[src/rtl/byte_sram_ctrl.sv]
// byte_sram_ctrl: single-outstanding initiator for a 128x8 byte SRAM.
// Requests arrive on a valid/ready port and are sequenced onto the SRAM
// enable/index/data pins one access at a time. Read data returns on a
// valid/ready response port. Completed writes and reads are counted.
module byte_sram_ctrl #(
    parameter int ADDR_W = 7,
    parameter int DATA_W = 8,
    parameter int CNT_W  = 16
) (
    input  logic              sram_clk,
    input  logic              sram_ares,
    input  logic              req_valid,
    output logic              req_ready,
    input  logic              req_write,
    input  logic [ADDR_W-1:0] req_addr,
    input  logic [DATA_W-1:0] req_wdata,
    output logic              rsp_valid,
    input  logic              rsp_ready,
    output logic [DATA_W-1:0] rsp_rdata,
    output logic              wr_enable,
    output logic              rd_enable,
    output logic [ADDR_W-1:0] ram_index,
    output logic [DATA_W-1:0] sram_data_in,
    input  logic [DATA_W-1:0] sram_data_out,
    output logic [CNT_W-1:0]  wr_count,
    output logic [CNT_W-1:0]  rd_count
);

    typedef enum logic [2:0] {
        IDLE    = 3'd0,
        WRITE   = 3'd1,
        RD_ADDR = 3'd2,
        RD_DATA = 3'd3,
        RSP     = 3'd4
    } state_t;

    state_t state, state_nxt;

    // req_ready is a registered copy of (state == IDLE), so this is the
    // true acceptance condition at the coming edge.
    logic accept;
    assign accept = req_valid && req_ready;

    // State register.
    always_ff @(posedge sram_clk or posedge sram_ares) begin
        if (sram_ares) state <= IDLE;
        else           state <= state_nxt;
    end

    // Next-state logic: one access in flight, reads wait in RSP for the client.
    always_comb begin
        state_nxt = state;
        case (state)
            IDLE:    if (accept) state_nxt = req_write ? WRITE : RD_ADDR;
            WRITE:   state_nxt = IDLE;
            RD_ADDR: state_nxt = RD_DATA;
            RD_DATA: state_nxt = RSP;
            RSP:     if (rsp_ready) state_nxt = IDLE;
            default: state_nxt = IDLE;
        endcase
    end

    // Registered outputs, decoded from the next state so they line up with
    // the state they belong to. Only one enable can be set per state, so
    // wr_enable and rd_enable are never high together.
    always_ff @(posedge sram_clk or posedge sram_ares) begin
        if (sram_ares) begin
            req_ready <= 1'b1;
            wr_enable <= 1'b0;
            rd_enable <= 1'b0;
            rsp_valid <= 1'b0;
        end else begin
            req_ready <= (state_nxt == IDLE);
            wr_enable <= (state_nxt == WRITE);
            rd_enable <= (state_nxt == RD_ADDR) || (state_nxt == RD_DATA);
            rsp_valid <= (state_nxt == RSP);
        end
    end

    // Latch the request at acceptance; index/data hold afterwards.
    always_ff @(posedge sram_clk or posedge sram_ares) begin
        if (sram_ares) begin
            ram_index    <= '0;
            sram_data_in <= '0;
        end else if (state == IDLE && accept) begin
            ram_index <= req_addr;
            if (req_write) sram_data_in <= req_wdata;
        end
    end

    // Capture SRAM read data at the end of RD_DATA; held through RSP.
    always_ff @(posedge sram_clk or posedge sram_ares) begin
        if (sram_ares)              rsp_rdata <= '0;
        else if (state == RD_DATA)  rsp_rdata <= sram_data_out;
    end

    // Access counters, free-running with natural wrap.
    always_ff @(posedge sram_clk or posedge sram_ares) begin
        if (sram_ares) begin
            wr_count <= '0;
            rd_count <= '0;
        end else begin
            if (state == WRITE)             wr_count <= wr_count + 1'b1;
            if (state == RSP && rsp_ready)  rd_count <= rd_count + 1'b1;
        end
    end

endmodule
[config.mk]
export PLATFORM = sky130hd
export DESIGN_NAME = byte_sram_ctrl
export DESIGN_NICKNAME = d
export VERILOG_FILES = /design/src/rtl/byte_sram_ctrl.sv
export SDC_FILE = /design/constraint.sdc
export NUM_CORES = 1
export LEC_CHECK = 0
export ABC_AREA = 1
export CORE_MARGIN = 2
export CORE_UTILIZATION = 45
export DETAILED_ROUTE_END_ITERATION = 10
export PLACE_DENSITY = 0.83
export SETUP_SLACK_MARGIN = 0.3
export SLEW_MARGIN = 20
export SYNTH_ARGS = -nofsm -noshare
export SYNTH_HDL_FRONTEND = slang
export SYNTH_SLANG_ARGS = --single-unit
export TNS_END_PERCENT = 20
[constraint.sdc]
create_clock -name sram_clk -period 2.2 [get_ports sram_clk]
set_clock_uncertainty 0.15 [all_clocks]
set_input_delay 0.33 -clock sram_clk [delete_from_list [all_inputs] [get_ports sram_clk]]
set_output_delay 0.33 -clock sram_clk [all_outputs]
set_load 0.05 [all_outputs]
==> impl_metrics.tcl <==
set metrics [dict create \
    status "completed" \
    power.density_nw_per_um2 1250 \
    ir_drop_mv 0.890 \
    start_util 0.469 \
    power_frac_seq 0.343 \
    crit_family "buffers and inverters" \
    grt_start_max_net_pins 33 \
    htreeDepth 3 \
    p_leak_nw 2.00 \
    fp.dieW_um 83.0 \
    syn_to_final_growth_pct 41.6 \
    synth_top_flop_cell "dfrtp_1" \
    core-area_um2 5990 \
    vias 2378 \
    netlist_area_um2 2810 \
    groute.usage.overall 0.194 \
    hold_path_class "in -> async" \
    overflow 0 \
    routed_wl_um 6260 \
    layout.nets 438 \
    post_dp_cell_area_um2 3800 \
    ant_nets 0 \
    dp_slack_ns 0.418 \
    die-area_um2 6890 \
    place_inst 472 \
    synth_top_area_share 0.543 \
    crit_path_max_fanout 4 \
    setup_ws_ns 0.133 \
    post-cts-setup-buffers 0 \
    clkPwrFrac 0.177 \
    wl_per_cell_um 12.9 \
    cts_sinks 62 \
    cts_tree "yes" \
    syn_nets 338 \
    synthTopCellsByArea "dfrtp_1, nand2_1, nand3_1" \
    setup_viol 0 \
    crit_arrival_ns 1.59 \
    rows 28 \
    drcViolationCount 0 \
    p_sw_mw 2.25 \
    combPwrFrac 0.480 \
    switching_share 0.453 \
    hold_buffers 0 \
    synth-seq-cells 62 \
    tns_ns 0 \
    final_util 0.664 \
    die_h_um 83.0 \
    r2r_start "rd_count[1]$_DFFE_PP0P_" \
    synth-edff-count 0 \
    cpMaxStageDelayCell "clkdlybuf4s50_1" \
    p_int_mw 2.72 \
    start_kind "flop" \
    slowest_delay_ns 0.83 \
    finalPower_mw 4.97 \
    hold_viol_final 0 \
    path_cells "clkdlybuf4s50_1" \
    reg2reg_slack_ns 0.66 \
    rsz0062_at_grt "yes" \
    critPathCaptureType "output port" \
    post-route-period-util 0.940 \
    cap_viol_max_count 0 \
    yosys_warnings 0 \
    tightestPinTransition_ns 0.527 \
    criticalPathCategory "reg -> out" \
    min_period_ns 2.07 \
    design_area_um2 3980 \
    ys_seq_area_frac 0.553 \
    cts_buffer_depth 2 \
    whs_ns 0.233 \
    grt_pass1_vias 2421 \
    drive_above_1_share 0.0947 \
    synthArstFlopShare 1.00 \
    root_buffer "clkbuf_8" \
    maxSlewViolCount 0 \
    clock_latency_ns 0.33 \
    syn_area_per_cell_um2 9.12 \
    drtIter0Drc 85 \
    vias_per_cell 4.88 \
    r2r-end "rd_count[14]$_DFFE_PP0P_" \
    diodes 0 \
    synth_cell_types 22 \
    reg2regPathDepth 8 \
    dpl.hpwl_um 4590 \
    clk_pin_slew_ns 0.06 \
    synth_largest_area_cell "dfrtp_1" \
    globalplace.congestion 0.898 \
    syn-instance-count 308 \
    cp.required_ns 1.72 \
    portBuffers 86 \
    slew_headroom 0.648 \
    final_cells 487 \
    max_freq_ghz 0.484 \
    antenna_found_initial 0 \
    grt_first_pass_wirelength_um 10900 \
    detail_route.first_pass.iterations 4 \
    io_pins 87 \
    crit_buf_inv 1 \
    cts_made_buffers 9 \
]
## area by class of cell
cell class,instances,area (um2)
inverters,32,124
multi-input cells,213,1130
repair buffers,90,912
fillers,484,2010
clock buffers,14,163
clock inverters,1,5.00
flip-flops and latches,62,1550
well taps,75,93.8
## timing repair
action                     CTS  global route
pin swaps                    0             0
resized for setup           11             9
setup endpoints to repair   59            49
## synthesized netlist by cell type (4+ instances only)
cell type	instances
nand4_1	10
inv_1	29
xnor2_1	11
nor2_1	23
nand2_1	107
nor2_4	5
nand3_1	25
mux2_2	8
dfrtp_1	61
xor2_1	10
nor3_1	4
## cells in the final DEF (no fill, tap or decap)
| cell type | instances |
|---|---|
| inv_2 | 2 |
| buf_4 | 3 |
| o21ai_0 | 2 |
| nor2_1 | 23 |
| dfstp_2 | 1 |
| clkbuf_1 | 3 |
| dlygate4sd2_1 | 11 |
| clkbuf_8 | 11 |
| nand2_4 | 1 |
| clkinv_1 | 1 |
| nor2_2 | 1 |
| nand3_1 | 25 |
| nand4_1 | 10 |
| inv_1 | 28 |
| nand3_4 | 2 |
| xor2_1 | 10 |
| clkdlybuf4s50_1 | 66 |
| buf_12 | 1 |
| mux2_2 | 8 |
| nor2_4 | 5 |
| nor3_1 | 4 |
| xnor2_1 | 11 |
| clkinv_2 | 1 |
| dfrtp_1 | 61 |
| nand3_2 | 1 |
| nand2_2 | 1 |
| clkinvlp_4 | 1 |
| nand2_1 | 107 |
| dlymetal6s2s_1 | 9 |
| ha_1 | 2 |
## flip-flops by register name, indices dropped and copies added, names as in the netlist
register / count
rd_count: 16
req_ready: 1
state: 3
rsp_rdata: 8
wr_enable: 1
ram_index: 7
sram_data_in: 8
wr_count: 16
rsp_valid: 1
rd_enable: 1
## how the worst max path moves through the flow
stage | startpoint | to | slack, ns | cells past startpoint
floorplan | rd_count[1]$_DFFE_PP0P_ | rd_count[10]$_DFFE_PP0P_ | 0.43 | 7
detailed placement | req_ready$_DFF_PP1_ | req_ready | 0.42 | 1
CTS | rd_count[13]$_DFFE_PP0P_ | rd_count[13] | 0.12 | 1
finish | wr_count[6]$_DFFE_PP0N_ | wr_count[6] | 0.13 | 1
global placement | req_ready$_DFF_PP1_ | req_ready | 0.42 | 1
global route | rd_count[14]$_DFFE_PP0P_ | rd_count[14] | 0.09 | 1
## cell families after synthesis
| logic type | share of synthesized area |
|---|---|
| compound gates | 0.00356 |
| xor+xnor | 0.0654 |
| fa+ha+maj | 0.00890 |
| buf+inv | 0.0454 |
| flops | 0.553 |
| mux | 0.0321 |
| simple gates | 0.292 |
## metal layers
metal | vias to the layer above | part of all wire | GRT usage
met5 | - | 0 | 0
met3 | 10 | 0.051 | 0.0497
met2 | 67 | 0.50 | 0.328
met4 | 0 | 0.017 | 0.0835
li1 | 1168 | - | -
met1 | 1133 | 0.43 | 0.235
## power groups by stage
stage	Combinational (mW)	Sequential [mW]	Clock, mW
2_1_floorplan	0.575	2.74	0
3_3_place_gp	2.38	1.71	0
3_5_place_dp	2.42	1.73	0
4_1_cts	2.41	1.71	0.905
5_1_grt	2.51	1.75	0.958
6_report	2.38	1.71	0.882
Note: power is estimated with default switching activity, not from simulation.
